### src/rtl/muldiv_seq_if.sv
// Handshake bundle between the exe stage and the iterative M-extension engine.
interface muldiv_seq_if #(
    parameter int XLEN = 64
);
    logic            start;
    logic            flush;
    logic [2:0]      func3;
    logic            is_word;
    logic            rs1_sign;
    logic            rs2_sign;
    logic [XLEN-1:0] src1;
    logic [XLEN-1:0] src2;
    logic            busy;
    logic            stall_req;
    logic            result_valid;
    logic [XLEN-1:0] result;

    modport master (
        output start, flush, func3, is_word, rs1_sign, rs2_sign, src1, src2,
        input  busy, stall_req, result_valid, result
    );

    modport slave (
        input  start, flush, func3, is_word, rs1_sign, rs2_sign, src1, src2,
        output busy, stall_req, result_valid, result
    );
endinterface

### src/rtl/muldiv_seq.sv
// Iterative RV64M engine: radix-2 shift-add multiply and restoring divide.
// Optional macro MULDIV_EARLY_OUT_EN finishes trivial operands after one CALC cycle.
module muldiv_seq #(
    parameter int XLEN = 64
) (
    input  logic        clk,
    input  logic        rst_n,
    muldiv_seq_if.slave bus
);
    localparam int HALF = XLEN / 2;
    localparam int CW   = $clog2(XLEN) + 1;

    typedef enum logic [1:0] {IDLE, CALC, DONE} state_t;

    state_t            state, state_next;
    logic [CW-1:0]     count;
    logic [2*XLEN-1:0] acc;
    logic [XLEN-1:0]   opa, opb, result_q;
    logic              is_mul, sel_lo, sel_rem, word_q, neg_q, neg_r;
    logic              accept, last, early;

    logic [XLEN-1:0]   ext1, ext2, mag1, mag2;
    logic              neg1, neg2;
    logic [2*XLEN-1:0] acc_step, acc_fin, prod;
    logic [XLEN-1:0]   opb_step, quo, rem, res_full, res_fix;
    logic [XLEN:0]     trial;

    assign accept = (state == IDLE) && bus.start && !bus.flush;
    assign last   = (count == CW'(1)) || early;

    // Sign/zero-extend the selected operand width, then reduce to magnitude.
    always_comb begin
        neg1 = bus.rs1_sign & (bus.is_word ? bus.src1[HALF-1] : bus.src1[XLEN-1]);
        neg2 = bus.rs2_sign & (bus.is_word ? bus.src2[HALF-1] : bus.src2[XLEN-1]);
        ext1 = bus.is_word ? {{HALF{neg1}}, bus.src1[HALF-1:0]} : bus.src1;
        ext2 = bus.is_word ? {{HALF{neg2}}, bus.src2[HALF-1:0]} : bus.src2;
        mag1 = neg1 ? -ext1 : ext1;
        mag2 = neg2 ? -ext2 : ext2;
    end

    // Multiply consumes multiplier bits MSB-first; divide keeps {remainder, quotient} in acc.
    always_comb begin
        acc_step = acc;
        opb_step = opb;
        trial    = '0;
        if (is_mul) begin
            acc_step = {acc[2*XLEN-2:0], 1'b0} + (opb[XLEN-1] ? {{XLEN{1'b0}}, opa} : '0);
            opb_step = {opb[XLEN-2:0], 1'b0};
        end else begin
            trial = acc[2*XLEN-1:XLEN-1] - {1'b0, opa};
            if (trial[XLEN]) begin
                acc_step = {acc[2*XLEN-2:0], 1'b0};
            end else begin
                acc_step = {trial[XLEN-1:0], acc[XLEN-2:0], 1'b1};
            end
        end
    end

`ifdef MULDIV_EARLY_OUT_EN
    logic            first;
    logic [XLEN-1:0] dvd_mag;

    always_comb begin
        dvd_mag = word_q ? {{HALF{1'b0}}, acc[XLEN-1:HALF]} : acc[XLEN-1:0];
        early   = 1'b0;
        acc_fin = acc_step;
        if (first && (state == CALC)) begin
            if (is_mul) begin
                if ((opa == '0) || (opb == '0)) begin
                    early   = 1'b1;
                    acc_fin = '0;
                end
            end else if (opa == '0) begin
                early   = 1'b1;
                acc_fin = {dvd_mag, {XLEN{1'b1}}};
            end else if (dvd_mag < opa) begin
                early   = 1'b1;
                acc_fin = {dvd_mag, {XLEN{1'b0}}};
            end
        end
    end
`else
    assign early   = 1'b0;
    assign acc_fin = acc_step;
`endif

    // Sign fixup and result selection; word results always re-extend bit 31.
    always_comb begin
        prod     = neg_q ? -acc_fin : acc_fin;
        quo      = neg_q ? -acc_fin[XLEN-1:0] : acc_fin[XLEN-1:0];
        rem      = neg_r ? -acc_fin[2*XLEN-1:XLEN] : acc_fin[2*XLEN-1:XLEN];
        if (is_mul) begin
            res_full = sel_lo ? prod[XLEN-1:0] : prod[2*XLEN-1:XLEN];
        end else begin
            res_full = sel_rem ? rem : quo;
        end
        res_fix = word_q ? {{HALF{res_full[HALF-1]}}, res_full[HALF-1:0]} : res_full;
    end

    always_ff @(posedge clk or negedge rst_n) begin
        if (!rst_n) begin
            state <= IDLE;
        end else begin
            state <= state_next;
        end
    end

    // stall_req stays low in DONE so exe advances and captures the result.
    always_comb begin
        state_next       = state;
        bus.busy         = (state != IDLE);
        bus.stall_req    = 1'b0;
        bus.result_valid = 1'b0;
        case (state)
            IDLE: begin
                if (accept) begin
                    state_next    = CALC;
                    bus.stall_req = 1'b1;
                end
            end
            CALC: begin
                bus.stall_req = 1'b1;
                if (last) begin
                    state_next = DONE;
                end
            end
            DONE: begin
                bus.result_valid = !bus.flush;
                state_next       = IDLE;
            end
            default: state_next = IDLE;
        endcase
        if (bus.flush) begin
            state_next = IDLE;
        end
    end

    always_ff @(posedge clk or negedge rst_n) begin
        if (!rst_n) begin
            count    <= '0;
            acc      <= '0;
            opa      <= '0;
            opb      <= '0;
            result_q <= '0;
            is_mul   <= 1'b0;
            sel_lo   <= 1'b0;
            sel_rem  <= 1'b0;
            word_q   <= 1'b0;
            neg_q    <= 1'b0;
            neg_r    <= 1'b0;
`ifdef MULDIV_EARLY_OUT_EN
            first    <= 1'b0;
`endif
        end else if (accept) begin
            count   <= bus.is_word ? CW'(HALF) : CW'(XLEN);
            is_mul  <= ~bus.func3[2];
            sel_lo  <= (bus.func3[1:0] == 2'b00);
            sel_rem <= bus.func3[1];
            word_q  <= bus.is_word;
            opa     <= bus.func3[2] ? mag2 : mag1;
            opb     <= bus.is_word ? (mag2 << HALF) : mag2;
            acc     <= bus.func3[2] ? {{XLEN{1'b0}}, (bus.is_word ? (mag1 << HALF) : mag1)} : '0;
            // A zero divisor returns all ones with no sign fixup on the quotient.
            neg_q   <= (neg1 ^ neg2) & (~bus.func3[2] | (mag2 != '0));
            neg_r   <= bus.func3[2] & neg1;
`ifdef MULDIV_EARLY_OUT_EN
            first   <= 1'b1;
`endif
        end else if ((state == CALC) && !bus.flush) begin
            acc   <= acc_step;
            opb   <= opb_step;
            count <= last ? '0 : count - CW'(1);
            if (last) begin
                result_q <= res_fix;
            end
`ifdef MULDIV_EARLY_OUT_EN
            first <= 1'b0;
`endif
        end
    end

    assign bus.result = result_q;
endmodule

### src/flat_wrapper.sv
// flat-port wrapper written by rule: the top's interface ports become plain ports
module muldiv_seq_flat 
#(
    parameter int XLEN = 64
)
  (clk, rst_n, bus_start, bus_flush, bus_func3, bus_is_word, bus_rs1_sign, bus_rs2_sign, bus_src1, bus_src2, bus_busy, bus_stall_req, bus_result_valid, bus_result);
  muldiv_seq_if #(.XLEN(XLEN)) bus_i ();
  input  logic clk;
  input  logic rst_n;
  input wire logic [$bits(bus_i.start)-1:0] bus_start;
  input wire logic [$bits(bus_i.flush)-1:0] bus_flush;
  input wire logic [$bits(bus_i.func3)-1:0] bus_func3;
  input wire logic [$bits(bus_i.is_word)-1:0] bus_is_word;
  input wire logic [$bits(bus_i.rs1_sign)-1:0] bus_rs1_sign;
  input wire logic [$bits(bus_i.rs2_sign)-1:0] bus_rs2_sign;
  input wire logic [$bits(bus_i.src1)-1:0] bus_src1;
  input wire logic [$bits(bus_i.src2)-1:0] bus_src2;
  output wire logic [$bits(bus_i.busy)-1:0] bus_busy;
  output wire logic [$bits(bus_i.stall_req)-1:0] bus_stall_req;
  output wire logic [$bits(bus_i.result_valid)-1:0] bus_result_valid;
  output wire logic [$bits(bus_i.result)-1:0] bus_result;
  assign bus_i.start = bus_start;
  assign bus_i.flush = bus_flush;
  assign bus_i.func3 = bus_func3;
  assign bus_i.is_word = bus_is_word;
  assign bus_i.rs1_sign = bus_rs1_sign;
  assign bus_i.rs2_sign = bus_rs2_sign;
  assign bus_i.src1 = bus_src1;
  assign bus_i.src2 = bus_src2;
  assign bus_busy = bus_i.busy;
  assign bus_stall_req = bus_i.stall_req;
  assign bus_result_valid = bus_i.result_valid;
  assign bus_result = bus_i.result;
  muldiv_seq #(.XLEN(XLEN)) u_core (.clk(clk), .rst_n(rst_n), .bus(bus_i));
endmodule
### config.mk
export PLATFORM = sky130hd
export DESIGN_NAME = muldiv_seq_flat
export DESIGN_NICKNAME = d
export VERILOG_FILES = /design/src/rtl/muldiv_seq_if.sv /design/src/rtl/muldiv_seq.sv /design/src/flat_wrapper.sv
export SDC_FILE = /design/constraint.sdc
export NUM_CORES = 2
export LEC_CHECK = 0
export BUFFER_PORTS_ARGS = -buffer_cell sky130_fd_sc_hd__buf_4
export CAP_MARGIN = 10
export CORE_MARGIN = 2
export CORE_UTILIZATION = 40
export CTS_CLUSTER_DIAMETER = 60
export DETAILED_ROUTE_END_ITERATION = 10
export PLACE_DENSITY = 0.63
export SLEW_MARGIN = 20
export SYNTH_ARGS = -nofsm -noshare
export SYNTH_HDL_FRONTEND = slang
export SYNTH_SLANG_ARGS = --single-unit
### constraint.sdc
create_clock -name clk -period 8.5 [get_ports clk]
set_input_delay 0.85 -clock clk [delete_from_list [all_inputs] [get_ports clk]]
set_output_delay 0.85 -clock clk [all_outputs]
set_load 0.01 [all_outputs]
# [Word level (Yosys, flattened, before mapping)]
# Cells that the tools add are included.
[word_totals] reg_bits=335 latchBits=0 ram_bits=0 romBits=0 in_bits=138 out_inout_bits=67 word_cells=82 mem_count=0
[op_classes] addsub=8 mul=0 div=0 order_cmp=0 n_eq_ne=5 n_shift=0 mux=36 bitwise=8 n_reduce_logical=13
[op_table] operator="$mux 64" count=18
[op_table] operator="$mux 128" count=5
[op_table] operator="$neg 64->64" count=4
[op_table] operator="$add 128x128->128" count=1
[op_table] operator="$neg 128->128" count=1
[op_table] operator="$sub 65x64->65" count=1
[op_table] operator="$reduce_bool 64->1" count=1
[op_table] operator="$mux 7" count=4
[op_table] operator="$eq 7x1->1 const B" count=1
[op_table] operator="$sub 7x1->7 const B" count=1
[op_table] operator="$mux 2" count=3
[op_table] operator="$ne 3x2->1 const B" count=2
[op_table] operator="$reduce_bool 2->1" count=3
[op_table] operator="$and 1x1->1" count=4
[op_table] operator="$logic_not 2->1" count=2
[op_table] operator="$mux 1" count=4
[op_table] operator="$pmux 2 s2" count=1
[op_table] operator="$reduce_and 2->1" count=2
[op_table] operator="$logic_and 1x1->1" count=3
[op_table] operator="$reduce_and 3->1" count=1
[op_table] operator="$eq 2x1->1 const B" count=1
[op_table] operator="$eq 2x2->1 const B" count=1
[op_table] operator="$not 1->1" count=2
[op_table] operator="$pmux 1 s2" count=1
[op_table] operator="other kinds (3)" count=3

# [Logic depth before layout (Yosys ltp)]
[depth] ltp_word=8 depth_mapped=27 depth_no_buf=24

# [Least setup slack after synthesis]
# No wires, ideal clock.
[synth_timing] path_kind="register to register" startpoint="register u_core.is_mul" endpoint="register u_core.result_q[32] (netlist: u_core.bus.result[32])" setup_ns=0.120 t_arrival_ns=6.294 t_required_ns=8.380 path_slack_ns=2.085 path_stages_with_launch=28 path_buffers=12 period_less_slack_ns=6.415 path_cell_list="dfrtp_1 > clkbuf_1 > clkbuf_1 > buf_2 > clkbuf_1 > buf_2 > buf_1 > buf_1 > clkbuf_1 > buf_1 > clkbuf_1 > buf_1 > mux2i_1 > ha_1 > and3_1 > nand2_1 > nor2_1 > nand2_1 > nor3_1 > and4_1 > nand3_1 > or3_1 > clkbuf_1 > o211ai_1 > o21ai_0 > a221oi_1 > o21ai_0 > o211a_1"
[synth_via] elab_chain_cells=6 elab_cells_between_ends=11 cone_classes="3 x add/sub; 8 x mux"
[synth_lines] element="start, declared" line="muldiv_seq.sv:19" text="logic is_mul, sel_lo, sel_rem, word_q, neg_q, neg_r;"
[synth_lines] element="start signal, assigned" line="muldiv_seq.sv:156" text="is_mul <= ~bus.func3[2];"
[synth_lines] element="$mux 128" line="muldiv_seq.sv:46" text="if (is_mul) begin"
[synth_lines] element="$neg 128->128 (tied with other cells)" line="muldiv_seq.sv:89" text="prod = neg_q ? -acc_fin : acc_fin;"
[synth_lines] element="$mux 128 (tied with other cells)" line="muldiv_seq.sv:89"
[synth_lines] element="$mux 64, on equally long branches" line="muldiv_seq.sv:93, muldiv_seq.sv:95"
[synth_lines] element="$mux 64 *" line="muldiv_seq.sv:92" text="if (is_mul) begin"
[synth_lines] element="$mux 64 *" line="muldiv_seq.sv:97" text="res_fix = word_q ? {{HALF{res_full[HALF-1]}}, res_full[HALF-1:0]} : res_full;"
[synth_lines] element="end signal, assigned" line="muldiv_seq.sv:174" text="result_q <= res_fix;"
[synth_lines] element="end, declared" line="muldiv_seq.sv:18" text="logic [XLEN-1:0] opa, opb, result_q;"
# Mark *: on every way between the ends. The rest lies on a longest branch, timed or not.
# A chain may end at the register's enable or synchronous reset.

# [Worst setup path in the final report]
[layout_timing] startpoint="register u_core.opb[63]" endpoint="register u_core.result_q[34] (netlist: u_core.bus.result[34])"
[layout_via] elab_chain_cells=8 elab_cells_between_ends=13 cone_classes="4 x add/sub; 9 x mux"
[layout_lines] element="start, declared" line="muldiv_seq.sv:18"
[layout_lines] element="start signal, assigned" line="muldiv_seq.sv:161" text="opb <= bus.is_word ? (mag2 << HALF) : mag2;"
[layout_lines] element="start signal, assigned" line="muldiv_seq.sv:171" text="opb <= opb_step;"
[layout_lines] element="$mux 64 *" line="muldiv_seq.sv:47" text="acc_step = {acc[2*XLEN-2:0], 1'b0} + (opb[XLEN-1] ? {{XLEN{1'b0}}, opa} : '0);"
[layout_lines] element="$add 128x128->128 *" line="muldiv_seq.sv:47"
[layout_lines] element="$mux 128 *" line="muldiv_seq.sv:46"
[layout_lines] element="$neg 128->128 (tied with other cells)" line="muldiv_seq.sv:89"
[layout_lines] element="$mux 128 (tied with other cells)" line="muldiv_seq.sv:89"
[layout_lines] element="$mux 64, on equally long branches" line="muldiv_seq.sv:93, muldiv_seq.sv:95"
[layout_lines] element="$mux 64 *" line="muldiv_seq.sv:92"
[layout_lines] element="$mux 64 *" line="muldiv_seq.sv:97"
# Marked as above.

==> metrics.txt <==
P&R area growth vs syn=12.1%; Int Pwr=7750 uW; Initial Util=40.4%; Post-synth top flop=dfrtp_1; drt drc=0; first-pass iteration count of the detailed router=7; clk root buf=clkbuf_16; post-CTS setup buffer count=0; initial drt markers=6855; Critical R2R Launch=u_core.opb[63]; Seq pwr share=17.2%; routed len/inst=31.9 um; count leader, synth=nand2_1; fin. max-slew vios=0; H-Tree Level Count=2; Post-CTS Resized=0; clock period minus worst slack=8.06 ns; Worst EP required=9.08 ns; syn nets=5807; IO Count=205; FMAX=124 MHz; share of layout cells above drive strength 1=10.7%; #FFs+latches synth=335; most instantiated cells after synthesis=nand2_1 (652), a21oi_1 (555), nor2_1 (552); Post-Synthesis Cells=5533; CTS max path bufs=3; clock skew=0.0297 ns; Comb power frac=71.6%; top post-synthesis cells by area=dfrtp_1 (21%), a21oi_1 (7.1%), o21ai_0 (6.5%); Mapped Area=39100 um^2; slowest CP cell=dfrtp_1; synth unique cells=118; CP Capture Type=flip-flop; CTS tree=built; post-synth top area share=21.4%; max-cap violations=0; worst vdd ir=0.000184 V; syn avg cell area=7.07 um^2; crit-path max FO=29; vias in the first global route=42700; DR vias=47000; clock network fraction of design power=11.2%; Routed WL=221 mm; DIE AREA=100000 um^2; CP arrival=8.64 ns; Hold Crit Class=in2async; std cell rows=114; gr usage total=42.7%; hpwl dp=176 mm; initial antenna violation count=18; Async S/R FF share, synth=100%; setup TNS=0 ns; Num CTS Buffers=50; Post-synth EDFFs=0; Switching Power=11300 uW; Ys Warns=0; Fin Hold WS=0.214 ns; # hold bufs at CTS=0; Crit Path Category=reg2reg; status=finished, final reports clean; FF-to-FF setup slack=0.44 ns; post-route clock period utilization=94.9%; Worst-Margin Slew=1.33 ns; post-route antenna net violation count=0; global-route wire length before repair=310 mm; Placer Congestion=1.11; RSZ-0062 raised after global routing=false; clk_lat worst skew=0.67 ns; CORE AREA=96900 um^2; Die H=317 um; switch share=59.3%; leakage power=0.0175 uW; Die W=317 um; r2r endpoint=u_core.bus.result[34]; Power Density=434 nW/um^2; # fillers=10100; GR Overflow Total=0; setup violators final=0; Critical Path Start Type=flip-flop; cell depth of the worst flop-to-flop path=20; Crit path largest cell delay=1.00 ns; # nets final=5866; Sink Count=335; DR vias/cell=6.80; Rel. slew slack=11.3%; crit path cell chain=buf_4, and2_1, ha_1, a21oi_1, o21ai_1, a221oi_1, a21boi_1, or4_1, a31oi_1, nand3_1, a21oi_1, or3b_2, nor4_1, nand4_1, mux2_2, o221ai_2, o31ai_2, buf_4, nor2_2, o22a_1; Yosys top cell by area=dfrtp_1; largest net degree at the start of global routing=208; Clk pin slew, worst setup/hold paths=0.06 ns; Final Hold Fails=0; IO Port Bufs=204; post-synthesis sequential area ratio=21.4%
## state kept, by name (all words and copies together), names as in the netlist
register and count:
u_core.neg_q 1, u_core.state 2, u_core.acc 128, u_core.neg_r 1, u_core.opa 64, u_core.word_q 1
u_core.opb 64, u_core.sel_rem 1, u_core.bus.result 64, u_core.count 7, u_core.sel_lo 1, u_core.is_mul 1
## kinds of logic (layout without fill, tap and decap cells)
logic type      Yosys count  in the layout  share of synthesized area, %
simple gates           2145           2145                          26.6
compound gates         1940           1940                          31.6
buf+inv                 529            626                          5.43
flops                   335            335                          21.4
xor+xnor                330            330                          7.39
fa+ha+maj               136            136                          4.39
mux                     118            118                          3.09
other cells               0              6                             0
## power groups by stage
stage | combinational, uW | sequential (uW) | clock (uW)
global route | 14200 | 3280 | 2210
detailed placement | 12900 | 3220 | 0
global placement | 12900 | 3210 | 0
floorplan | 8090 | 2740 | 0
finish | 13600 | 3270 | 2130
CTS | 13000 | 3200 | 2130
## stage by stage
step / util [%] / power, uW / worst slack, ns / area [um^2] / instances
floorplan: - / 10800 / 2.09 / 39100 / 5533
global placement: 43.5 / 16100 / 0.874 / 42200 / 6815
detailed placement: 43.6 / 16200 / 0.808 / 42200 / 6816
CTS: 45.3 / 18300 / 0.775 / 43900 / 6906
global route: 45.3 / 19700 / 0.311 / 43900 / 6910
finish: 45.3 / 19000 / 0.437 / 43900 / 6912
## area by class of cell
class / count / area (um^2) / area share (%)
multi-input combinational: 4669 / 28700 / 65.4
sequential: 335 / 8390 / 19.1
timing repair buffer: 386 / 2960 / 6.74
tap: 1276 / 1600 / 3.64
clock buffer: 66 / 1380 / 3.15
inverter: 150 / 566 / 1.29
clock inverter: 24 / 278 / 0.633
antenna: 6 / 15.0 / 0.0342
## worst max-delay path by stage
stage                            endpoint  slack, ns            from  cells after the start
floorplan           u_core.bus.result[32]       2.09   u_core.is_mul                     27
global placement    u_core.bus.result[34]       0.87  u_core.opb[63]                     22
detailed placement  u_core.bus.result[47]       0.81  u_core.opb[63]                     20
CTS                 u_core.bus.result[34]       0.77  u_core.opb[63]                     20
global route        u_core.bus.result[33]       0.31  u_core.opb[63]                     20
finish              u_core.bus.result[34]       0.44  u_core.opb[63]                     20
## worst max-delay path: cells and delay by family, from the launching register on
family	cells	cell delay, ns
multiplexers	1	0.39
buffers and inverters	2	0.50
flip-flops	1	1.00
AND/OR/NAND/NOR	7	2.57
AO/OA/AOI/OAI	9	3.16
adder cells (fa/ha/maj)	1	0.35
## routing by layer
layer,track usage [%],vias up,wire (um)
met1,53.2,22500,83800
met3,9.46,798,22600
met2,62.6,3063,90900
met4,36.0,10,23400
met5,0,-,67
li1,-,20600,-
## cell usage in the layout, fill, tap and decap left out, drive strengths merged, types with 91 or more instances in the layout
master / instances
xnor2: 196
dfrtp: 335
a21oi: 557
nand3: 145
ha: 134
nor3: 135
inv: 159
nand2: 652
o21ai: 521
nor2: 553
and2: 97
buf: 386
xor2: 134
nand4: 127
a211oi: 91
mux2i: 95
Note: power is estimated with default switching activity, not from simulation.
